--- config.mk ---
export PLATFORM = sky130hd
export DESIGN_NAME = riscv_run_ctrl
export DESIGN_NICKNAME = d
export VERILOG_FILES = /design/src/rtl/riscv_run_ctrl.sv
export SDC_FILE = /design/constraint.sdc
export NUM_CORES = 1
export LEC_CHECK = 0
export BUFFER_PORTS_ARGS = -buffer_cell sky130_fd_sc_hd__buf_2
export CAP_MARGIN = 20
export CELL_PAD_IN_SITES_DETAIL_PLACEMENT = 1
export CELL_PAD_IN_SITES_GLOBAL_PLACEMENT = 2
export CORE_ASPECT_RATIO = 0.5
export CORE_MARGIN = 1.5
export CORE_UTILIZATION = 30
export CTS_CLUSTER_SIZE = 10
export DETAILED_ROUTE_END_ITERATION = 10
export PLACE_DENSITY = 0.75
export RECOVER_POWER = 50
export SETUP_SLACK_MARGIN = 0.15
export SYNTH_ARGS = -nofsm -noshare
export SYNTH_HDL_FRONTEND = slang
export SYNTH_SLANG_ARGS = --single-unit
--- constraint.sdc ---
create_clock -name clk -period 2.09 [get_ports clk]
set_clock_uncertainty 0.15 [all_clocks]
set_input_delay 0.5225 -clock clk [delete_from_list [all_inputs] [get_ports clk]]
set_output_delay 0.5225 -clock clk [all_outputs]
set_load 0.1 [all_outputs]
--- src/rtl/riscv_run_ctrl.sv ---
// riscv_run_ctrl: reset-and-run sequencer for one or more RISC-V pipeline cores.
// Holds per-core resets for RST_HOLD_CYCLES, counts run cycles, accepts per-core
// soft-reset requests while running, and ends a run when every core has halted
// or the run-cycle budget expires.
//
// Optional feature macro: RUN_CTRL_HALT_DETECT_EN
//   defined   -> halt_i is tracked in the sticky halted mask and a full mask ends the run
//   undefined -> halt_i is ignored, halted stays 0, runs end only on timeout
//
// Ports:
//   clk            rising-edge clock
//   reset_n        asynchronous active-low reset
//   start          start-run pulse (honoured in IDLE and DONE)
//   soft_rst_req   per-core soft-reset request (honoured in RUN)
//   halt_i         per-core halt indication
//   core_reset_n_o per-core active-low reset to the cores
//   busy           high in RESET or RUN
//   done           high in DONE
//   timeout        run ended on the cycle budget
//   halted         sticky per-core halt mask
//   cycle_cnt      run cycles elapsed
module riscv_run_ctrl #(
    parameter int unsigned NUM_CORES       = 1,
    parameter int unsigned RST_HOLD_CYCLES = 2,
    parameter int unsigned MAX_RUN_CYCLES  = 25,
    parameter int unsigned CNT_W           = 16
) (
    input  logic                 clk,
    input  logic                 reset_n,
    input  logic                 start,
    input  logic [NUM_CORES-1:0] soft_rst_req,
    input  logic [NUM_CORES-1:0] halt_i,
    output logic [NUM_CORES-1:0] core_reset_n_o,
    output logic                 busy,
    output logic                 done,
    output logic                 timeout,
    output logic [NUM_CORES-1:0] halted,
    output logic [CNT_W-1:0]     cycle_cnt
);

    localparam int unsigned HOLD_W = $clog2(RST_HOLD_CYCLES + 1);

    localparam logic [HOLD_W-1:0] SOFT_LOAD = HOLD_W'(RST_HOLD_CYCLES);
    localparam logic [HOLD_W-1:0] RST_LOAD  = HOLD_W'(RST_HOLD_CYCLES - 1);
    localparam logic [CNT_W-1:0]  RUN_LAST  = CNT_W'(MAX_RUN_CYCLES - 1);

    localparam logic [1:0] S_IDLE  = 2'd0;
    localparam logic [1:0] S_RESET = 2'd1;
    localparam logic [1:0] S_RUN   = 2'd2;
    localparam logic [1:0] S_DONE  = 2'd3;

    logic [1:0]                         state_q, state_d;
    logic [HOLD_W-1:0]                  rst_cnt_q, rst_cnt_d;
    logic [NUM_CORES-1:0][HOLD_W-1:0]   soft_cnt_q, soft_cnt_d;
    logic [NUM_CORES-1:0]               core_rst_n_d;
    logic [NUM_CORES-1:0]               run_rst_n_c;
    logic [NUM_CORES-1:0]               halted_d;
    logic [CNT_W-1:0]                   cycle_cnt_d;
    logic                               timeout_d;
    logic                               busy_d;
    logic                               done_d;
    logic                               all_halted_c;

    // Halt-mask termination is only meaningful when halt detection is built in.
`ifdef RUN_CTRL_HALT_DETECT_EN
    assign all_halted_c = &halted;
`else
    logic unused_halt_c;
    assign all_halted_c  = 1'b0;
    assign unused_halt_c = ^halt_i;
`endif

    // State and all registered outputs.
    always_ff @(posedge clk or negedge reset_n) begin
        if (!reset_n) begin
            state_q        <= S_IDLE;
            rst_cnt_q      <= '0;
            soft_cnt_q     <= '0;
            core_reset_n_o <= '0;
            busy           <= 1'b0;
            done           <= 1'b0;
            timeout        <= 1'b0;
            halted         <= '0;
            cycle_cnt      <= '0;
        end else begin
            state_q        <= state_d;
            rst_cnt_q      <= rst_cnt_d;
            soft_cnt_q     <= soft_cnt_d;
            core_reset_n_o <= core_rst_n_d;
            busy           <= busy_d;
            done           <= done_d;
            timeout        <= timeout_d;
            halted         <= halted_d;
            cycle_cnt      <= cycle_cnt_d;
        end
    end

    // Next-state and next-output decode.
    always_comb begin
        state_d      = state_q;
        rst_cnt_d    = rst_cnt_q;
        soft_cnt_d   = soft_cnt_q;
        core_rst_n_d = core_reset_n_o;
        run_rst_n_c  = '0;
        halted_d     = halted;
        cycle_cnt_d  = cycle_cnt;
        timeout_d    = timeout;

        case (state_q)
            S_IDLE, S_DONE: begin
                if (start) begin
                    state_d      = S_RESET;
                    rst_cnt_d    = RST_LOAD;
                    soft_cnt_d   = '0;
                    core_rst_n_d = '0;
                    halted_d     = '0;
                    cycle_cnt_d  = '0;
                    timeout_d    = 1'b0;
                end
            end

            S_RESET: begin
                core_rst_n_d = '0;
                if (rst_cnt_q == '0) begin
                    state_d      = S_RUN;
                    core_rst_n_d = '1;
                end else begin
                    rst_cnt_d = rst_cnt_q - HOLD_W'(1);
                end
            end

            S_RUN: begin
                for (int unsigned i = 0; i < NUM_CORES; i++) begin
                    // A request (re)loads the hold; otherwise the hold drains.
                    if (soft_rst_req[i]) begin
                        soft_cnt_d[i] = SOFT_LOAD;
                    end else if (soft_cnt_q[i] != '0) begin
                        soft_cnt_d[i] = soft_cnt_q[i] - HOLD_W'(1);
                    end
                    // Soft-reset clear has priority over a same-cycle halt.
                    if (soft_rst_req[i]) begin
                        halted_d[i] = 1'b0;
                    end
`ifdef RUN_CTRL_HALT_DETECT_EN
                    else if (halt_i[i] && (soft_cnt_q[i] == '0)) begin
                        halted_d[i] = 1'b1;
                    end
`endif
                    run_rst_n_c[i] = (soft_cnt_d[i] == '0);
                end

                // Core resets and the cycle count freeze on the way into DONE.
                if (all_halted_c) begin
                    state_d   = S_DONE;
                    timeout_d = 1'b0;
                end else if (cycle_cnt == RUN_LAST) begin
                    state_d   = S_DONE;
                    timeout_d = 1'b1;
                end else begin
                    cycle_cnt_d  = cycle_cnt + CNT_W'(1);
                    core_rst_n_d = run_rst_n_c;
                end
            end

            default: begin
                state_d = S_IDLE;
            end
        endcase

        busy_d = (state_d == S_RESET) || (state_d == S_RUN);
        done_d = (state_d == S_DONE);
    end

endmodule

-- Yosys cells after proc, flatten, opt, wreduce, memory -nomap -nowiden
Cells that the tools add are included.
- eq/ne operators: 12
- add/subtract/negate cells: 3
- muxes and demuxes: 23
- reduce and logical (&&, ||, !) cells: 14
- operator list (operator ; number):
    $mux 16 ; 2
    $pmux 16 s2 ; 1
    $mux 2 ; 9
    $add 16x1->16 const B ; 1
    $eq 16x5->1 const B ; 1
    $reduce_and 3->1 ; 4
    $ne 2x2->1 const B ; 5
    $eq 2x2->1 const B ; 4
    $pmux 2 s2 ; 2
    $logic_not 2->1 ; 3
    $pmux 2 s3 ; 1
    $reduce_bool 2->1 ; 3
    $mux 1 ; 5
    $eq 2x1->1 const B ; 2
    $pmux 1 s2 ; 2
    $reduce_and 2->1 ; 2
    $sub 2x1->2 const B ; 2
    $pmux 1 s3 ; 1
    $reduce_or 2->1 ; 1
    $logic_or 1x1->1 ; 1
- register bits: 27
- input port bits: 5
- logic and storage cells: 61
- output and inout port bits: 21

-- Depth between registers and ports, before layout
Gate-level depths: netlist (run 1).
- depth after elaboration: 7
- gate-level depth with buffers: 9
- mapped depth without buffers: 7

-- Worst setup path before layout (run 1)
Ideal clock, no wire load.
- path type: reg2reg
- start point: reg cycle_cnt[0]
- end point: reg busy
- clock period less this slack: 2719 ps
- setup slack: -629 ps
- stages on the path, launching flop included: 10
- data arrival time: 2443 ps
- cell sequence: dfrtp_1 -> inv_1 -> ha_1 -> and4b_1 -> and4_1 -> buf_4 -> buf_8 -> o22ai_1 -> nand2_1 -> ha_1
- longest elaborated chain between the ends: 5
- ends and longest elaborated chain (what ; RTL line ; RTL):
    start: declaration ; 38 ; output logic [CNT_W-1:0] cycle_cnt
    start signal: assignment ; 94 ; cycle_cnt <= cycle_cnt_d;
    $eq 16x5->1 (*) ; 156 ; end else if (cycle_cnt == RUN_LAST) begin
    $mux 2 (*) ; 156 ;
    $pmux 2 s3 (*) ; 109 ; case (state_q)
    via state_d[0] ; 52 ; logic [1:0] state_q, state_d;
    $eq 2x1->1 / $eq 2x2->1 (equally long branches) ; 170 ; busy_d = (state_d == S_RESET) || (state_d == S_RUN);
    $logic_or 1x1->1 (*) ; 170 ;
    via busy_d ; 60 ; logic busy_d;
    end signal: assignment ; 90 ; busy <= busy_d;
    end: declaration ; 34 ; output logic busy,
Mark *: on every way through the listed nets, which the timed path passes. The rest lies on a longest branch.
A chain may end at the register's enable or synchronous reset.

-- Final worst setup path (run 1)
Same ends and word-level chain as after synthesis.

==> summary by stage, run 1 <==
Layout
The final instance area is 2118 um^2. The number of nets in the finished design is 219. Of the cells placed in the final design, the portion with a size suffix greater than 1 is 0.4203. Compared with the post-synthesis result, the final layout area differs by 32.68%. The count of antenna diodes in the layout is 0. The non-filler instance count after layout is 277.

STA
The relative slew slack is 0.5708. Setup repair after global routing could not meet its margin everywhere. For the pin with the worst max-slew slack, the measured transition is 0.6438 ns. Based on the critical path, the design can be clocked at up to 508.7 MHz.

The number of max-slew violations in the final report came to 0. The number of failing hold endpoints at the final stage is 0. The worst path needs 1.966 ns of the cycle, external delays included.

Dividing the final minimum period by the clock period gives 0.9406. Summed over all failing endpoints, the final setup total negative slack is 0 ns. Setup violations remaining at the end of the flow were counted as 0.

Global route
The total overflow left after global routing is 0. The first global-routing pass estimated 7.700 mm of wire. The number of global-route vias before repair is 1465. The number of antenna violations at the first check in global routing came to 0. The global router's overall resource usage is 0.1750. Entering global routing, the biggest net connects 27 pins.

Placed design
The post-detailed-placement cell area is 1904 um^2. Including well taps, the total number of placed cells is 269. The quantity of I/O buffers inserted on ports is 23. The congestion estimate from routability-driven global placement came to 0.7819. Summed over all nets, the half-perimeter wirelength after detailed placement is 3.315 mm.

Logic synthesis
The netlist uses 49 different library cells. The post-synthesis register bit count is 26. Of the total synthesized cell area, the portion taken by XOR and XNOR cells is 0. Synthesis produced a netlist with a net count of 179. Of the total synthesized cell area, the portion taken by AND, OR, NAND and NOR gates is 0.2171. Synthesis produced a netlist whose cell count is 168. For this run, asynchronously set or reset flops after synthesis account for 1.000. The largest family of logic cells by synthesized area is compound AO/OA/AOI/OAI gates. During synthesis, Yosys emitted a total of 0 warnings.

The biggest area consumer among synthesized cells is dfrtp_1. The average instance in the mapped netlist occupies 9.503 um^2. By area the synthesized netlist is led by dfrtp_1 (41%), ha_1 (4.7%), o31ai_1 (4.2%). The synthesized design contains 0 enable-type register cells. For this run, the register share of the synthesized area comes to 0.4075. Measured against the total synthesized area, the mux share comes to 0.01881. The compound-cell area share of the yosys netlist was 0.2500. The cell area after synthesis is 1597 um^2. The share of synthesized area in the top cell type comes to 0.4075. In the synthesized netlist the dominant register cell turns out to be dfrtp_1. Of the total synthesized cell area, the portion taken by full adders, half adders and majority gates is 0.04702.

CTS
The tree built by TritonCTS fans out to 26 sinks. The maximum level of the CTS H-tree is 1. The cell at the root of the clock tree is clkbuf_8.

Clock-pin slew was measured on the worst setup and hold paths at 0.10 ns. Clock tree synthesis inserted a total of 3 buffers. The cts-stage hold buffer count is 0. TritonCTS built the clock tree. At the later pin of the worst-skew pair, clock insertion delay measures 0.27 ns. The number of buffers on the longest clock path is 2.

Route
The count of routing violations after the opening detailed-route iteration is 71. The count of vias placed by the detailed router is 1483. The number of iterations in the first detailed-routing pass is 4. After detailed routing, the average wire length per cell comes to 17.18 um. The wire length reported by the detailed router is 4.759 mm. The remaining antenna violation count after routing is 0. Dividing the detail-routed via count by the number of cells gives 5.354. For this run, design rule violations remaining after detail routing come to 0.

Outcome
The run finished with clean final reports.

Floorplanning
The die is 106.2 um wide. The chip height is 54.59 um. The floorplan core area is 5022 um^2. For this configuration, the core starts out at a cell density of 0.3179.

The top-level port count is 26. The floorplan step defined a die boundary enclosing 5795 um^2. The floorplan has 18 rows.

Worst setup path
The maximum net fanout on the critical path is 4. The slack of the worst reg-to-reg path is 0.12 ns. The launch point of the worst reg-to-reg path is cycle_cnt[0]. The type of the setup path with the least slack is reg2reg. The startpoint type of the worst setup path is a register. For the worst setup path, the data arrival time is 1.98 ns. The source of the critical timing path is cycle_cnt[0].

The required time reported for the critical path endpoint is 2.11 ns. The endpoint type of the worst setup path is a register.

Worst hold path
The min-delay analysis places its worst path in the category in2async.

Power
The maximum resistive drop on vdd is 364.6 uV. The leakage power figure is 0.9061 nW. The total power divided by cell area is 420.8 nW/um^2.

Job
Across the run, the number of max-cap violations was 0.
## metrics by stage
stage,setup WS [ns],power [mW],utilization,hold slack [ns]
global route,0.06389,0.9303,0.4218,0.1341
detailed placement,0.02246,0.5633,0.3792,0.3312
global placement,0.07159,0.5627,0.3792,0.3253
floorplan,-0.1033,0.5439,-,0.07691
CTS,0.09870,0.9048,0.4031,0.1217
finish,0.1242,0.8914,0.4218,0.1002
## final cells by class
class,count,area [um^2]
fillers,583,2904
flip-flops and latches,26,675.6
multi-input cells,123,963.4
clock buffers,4,55.05
well taps,70,87.58
inverters,13,48.80
repair buffers,41,287.8
## power breakdown
part | switching (mW) | internal (mW)
Clock | 0.170 | 0.169
Combinational | 0.0331 | 0.00931
Sequential | 0.00386 | 0.507
## critical path, stage by stage, from the launching register on
cell and delay, ns:
dfrtp_4 0.50, inv_2 0.08, ha_4 0.11, and4b_2 0.27, and4_4 0.30, o22ai_1 0.08
nand2_1 0.09, ha_2 0.27
## routing by layer
| layer | vias to the layer above | GRT usage | routed length (um) |
|---|---|---|---|
| met2 | 22 | 0.2989 | 2208 |
| met5 | - | 0 | 0 |
| li1 | 712 | - | - |
| met1 | 747 | 0.2386 | 2388 |
| met3 | 2 | 0.04048 | 149 |
| met4 | 0 | 0.01577 | 13 |
## cells in the final DEF (no fill, tap or decap), drive strengths merged, types with 3 or more instances in the layout
master  netlist  routed
o21ai        14      14
nand3         5       5
mux2i         3       3
o31ai         9       9
nor2          9       9
nand2        14      14
nand4         4       4
nor3          7       7
dfrtp        26      26
ha            6       6
clkbuf        2      13
buf           4      32
inv          13      13
a22o          3       3
a21oi         8       8
nor4          4       4
## synth_stat cells (3+ instances only)
master   instances
o21ai_0         10
inv_1           13
dfrtp_1         26
nor3_1           7
o31ai_1          9
ha_1             6
nand3_1          5
mux2i_1          3
nand2_1         14
nor2_1           8
a21oi_1          8
o21ai_1          3
a22o_1           3
## flip-flops by register name (all words and copies together) (netlist names)
signal,flops
rst_cnt_q,2
timeout,1
state_q,2
busy,1
soft_cnt_q,2
done,1
cycle_cnt,16
core_reset_n_o,1
## worst paths after layout
path | endpoint | cells after the start
max in group asynchronous | cycle_cnt[0] | 1
min in group clk | soft_cnt_q[0] | 2
setup / recovery | busy | 7
hold reg to reg | core_reset_n_o | 2
setup reg to reg | busy | 7
hold / removal | cycle_cnt[7] | 1
## logic make-up after synthesis
logic type                 Yosys count
and+or+nand+nor                     57
AOI/OAI and AO/OA                   56
muxes                                3
buffers and inverters               19
DFF                                 26
adders and majority gates            6
other                                1
## what timing repair did
action                                  in CTS  in global routing
resized for setup                           12                 18
endpoints found under the setup margin      16                 20
buffers inserted                             3                  0
pin swaps                                    0                  4
gates cloned                                 0                  1
No activity file was read; power rests on OpenSTA's default activity.
==> run 2: changes to the inputs <==
--- a/config.mk
+++ b/config.mk
@@ -11,10 +11,11 @@
 export CELL_PAD_IN_SITES_GLOBAL_PLACEMENT = 2
 export CORE_ASPECT_RATIO = 0.5
 export CORE_MARGIN = 1.5
-export CORE_UTILIZATION = 30
+export CORE_UTILIZATION = 25
 export CTS_CLUSTER_SIZE = 10
 export DETAILED_ROUTE_END_ITERATION = 10
-export PLACE_DENSITY = 0.75
+export HOLD_SLACK_MARGIN = 0.12
+export PLACE_DENSITY = 0.64
 export RECOVER_POWER = 50
 export SETUP_SLACK_MARGIN = 0.15
 export SYNTH_ARGS = -nofsm -noshare
==> summary by stage, run 2 (synthesis gave the netlist of run 1 again) <==
Power
The clock share of power is 0.467 (+0.087). The leakage power figure is 0.9430 nW (+4.1%). The switching part of the total power is 0.2187 (-0.01312).

The switching power of the nets is 0.2261 mW (+9.5%). The cell-internal power was 0.8080 mW (+18%). The relative contribution of combinational cells to total power came to 0.039 (-0.009). The proportion of power drawn by flip-flops and latches is 0.494 (-0.079). The maximum resistive drop on vdd is 277.5 uV (-24%). The total power divided by cell area is 467.0 nW/um^2 (+11%).

Worst setup path
The worst-path cell with the longest stage delay is dfrtp_4. The data arrival time of the critical path was 1.99 ns (about the same). The required time reported for the critical path endpoint is 2.12 ns (about the same). The worst reg2reg path depth is 7 (unchanged).

Traced cell by cell, the critical path runs through inv_2, ha_2, and4b_2, and4_4, buf_12, or2_4, o31ai_2. The maximum net fanout on the critical path is 6 (+2). The worst setup path is launched from a register. The type of the setup path with the least slack is reg2reg. The endpoint type of the worst setup path is a register. The worst stage delay on the critical path was 0.44 ns (-0.06 ns).

Global route
The number of global-route vias before repair is 1512 (+3.2%). The global router's overall resource usage was 0.1467 (-0.02832). The first-pass GRT wire length was 7.797 mm (+1.3%). The pin count of the biggest net entering global routing is 27 (unchanged). The number of antenna violations at the first check in global routing is 0 (unchanged). The remaining global-route overflow came to 0 (unchanged).

CTS
The clock net sink count was 26 (unchanged). The clock tree from TritonCTS is yes. The number of buffers on the longest clock path is 2 (unchanged). The TritonCTS buffer count came to 3 (unchanged). In this run the clock root is driven by a clkbuf_16. The maximum level of the CTS H-tree came to 1 (unchanged). The post-CTS clock slew at the launch and capture registers of the worst setup and hold paths is 0.07 ns (-0.03 ns). The insertion delay of the later-clocked pin in the worst-skew pair is 0.26 ns (about the same).

The cts-stage hold buffer count is 0 (unchanged).

STA
The slew at the pin closest to its max-slew limit is 0.6425 ns (-0.001312 ns). The maximum clock frequency is 507.8 MHz (-0.17%). Setup repair after global routing could not meet its margin everywhere. The relative slew slack was 0.5717 (+0.0008740). The number of failing setup endpoints in the final timing report is 0 (unchanged). The part of the cycle the worst path needs came to 0.9422 (+0.001644). The number of max-slew violations in the final report came to 0 (unchanged). The least setup slack across all paths after layout came to 0.1208 ns (-0.003436 ns). The number of failing hold endpoints at the final stage is 0 (unchanged). The minimum clock period after layout is 1.969 ns (+0.003436 ns).

Placed design
The post-detailed-placement cell area is 1919 um^2 (+0.79%). The HPWL reported at the end of detailed placement is 3.264 mm (-1.5%). The global placer's final weighted congestion is 0.7754 (-0.83%). The quantity of I/O buffers inserted on ports came to 23 (unchanged). The worst slack after detailed placement is 0.03763 ns (+0.01517 ns).

Floorplanning
The top-level port count is 26 (unchanged). The count of standard-cell rows was 20 (+2). The initial standard-cell utilization of the core is 0.2615 (-0.05641). The die width is 116.0 um (+9.3%).

The chip height is 59.51 um (+9.0%). The die area is 6903 um^2 (+19%). The floorplan core area came to 6106 um^2 (+22%).

Layout
The number of filler instances in the final layout is 716 (+23%). The number of flip-flops in the largest register is 16 (unchanged). The count of antenna diodes in the layout is 0 (unchanged). In the layout the commonest cells are buf_2 (17), dfrtp_2 (14), buf_4 (14), nand2_1 (13), inv_1 (11).

The number of nets in the finished design is 223 (+1.8%). The register with the most flip-flops is cycle_cnt. From synthesis to final layout, the design area changed by 38.71%. The final instance area is 2215 um^2 (+4.5%). The most common library cell in the layout ignoring fill and taps is buf_2.

The fraction of layout cells with a size suffix above 1 is 0.4550 (+0.03469).

Job
The max-cap violation count is 0 (unchanged).

Route
The number of design rule violations left after detail routing is 0 (unchanged). The average vias per placed instance is 4.980 (-7.0%). The wire length reported by the detailed router came to 4.741 mm (-0.38%). The number of iterations in the first detailed-routing pass is 4 (unchanged).

The mean routed wirelength per cell is 15.86 um (-7.7%). The remaining antenna violation count after routing came to 0 (unchanged). The count of vias placed by the detailed router is 1489 (+0.40%).

The count of routing violations after the opening detailed-route iteration was 38 (-46%).

Worst hold path
The worst hold path belongs to the class in2async.

Outcome
The flow ran to the end, and the final reports show no timing, DRC or antenna violations.
run 2: final timing paths:
| path | from | endpoint | slack [ns] |
|---|---|---|---|
| setup / recovery | cycle_cnt[1] | cycle_cnt[3] | 0.12 |
| hold / removal | reset_n | cycle_cnt[7] | 0.13 |
| setup reg to reg | cycle_cnt[1] | cycle_cnt[3] | 0.12 |
| hold reg to reg | soft_cnt_q[0] | soft_cnt_q[0] | 0.34 |
| max in group asynchronous | reset_n | cycle_cnt[0] | 1.19 |
| min in group clk | soft_rst_req | soft_cnt_q[0] | 0.34 |
run 2: layout make-up:
type / instances / area (um^2) / area share
multi-input combinational: 123 / 965.9 / 0.4362
clock buffer: 4 / 88.84 / 0.04011
timing repair buffer: 45 / 325.3 / 0.1469
tap: 88 / 110.1 / 0.04972
inverter: 13 / 48.80 / 0.02203
sequential: 26 / 675.6 / 0.3051
run 2: critical path: cells and delay by family, from the launching register on:
| kind | cells | cell delay [ns] |
|---|---|---|
| adder cells (fa/ha/maj) | 1 | 0.16 |
| AO/OA/AOI/OAI | 1 | 0.21 |
| flip-flops | 1 | 0.44 |
| buffers and inverters | 2 | 0.18 |
| AND/OR/NAND/NOR | 3 | 0.74 |
run 2: repair_timing:
| action | 4_1_cts | 5_1_grt |
|---|---|---|
| endpoints found under the setup margin | 17 | 19 |
| buffers inserted | 5 | 3 |
| pin swaps | 1 | 12 |
| cloned | 0 | 1 |
| gates resized for setup | 11 | 21 |
run 2: power groups by stage:
stage,clock network [mW],logic [mW],registers (mW)
floorplan,0,0.0159,0.528
global placement,0,0.0412,0.521
detailed placement,0,0.0414,0.521
CTS,0.500,0.0416,0.510
global route,0.523,0.0444,0.512
finish,0.483,0.0403,0.511
run 2: layer usage:
metal / share of wire / vias to the layer above / routed length (um) / global-route usage
met2: 0.48 / 17 / 2260 / 0.2563
met1: 0.50 / 750 / 2355 / 0.1955
met3: 0.022 / 2 / 106 / 0.03067
li1: - / 720 / - / -
met4: 0.0038 / 0 / 18 / 0.01568
met5: 0 / - / 0 / 0
run 2: stage by stage:
stage / util / hold slack, ns / cells / power [mW] / setup TNS, ns
global placement: 0.3143 / 0.3247 / 286 / 0.5618 / 0
CTS: 0.3408 / 0.1529 / 295 / 1.052 / 0
finish: 0.3627 / 0.1273 / 299 / 1.034 / 0
detailed placement: 0.3143 / 0.3293 / 286 / 0.5620 / 0
global route: 0.3627 / 0.1729 / 299 / 1.078 / 0
floorplan: - / 0.07691 / 168 / 0.5439 / -0.1844
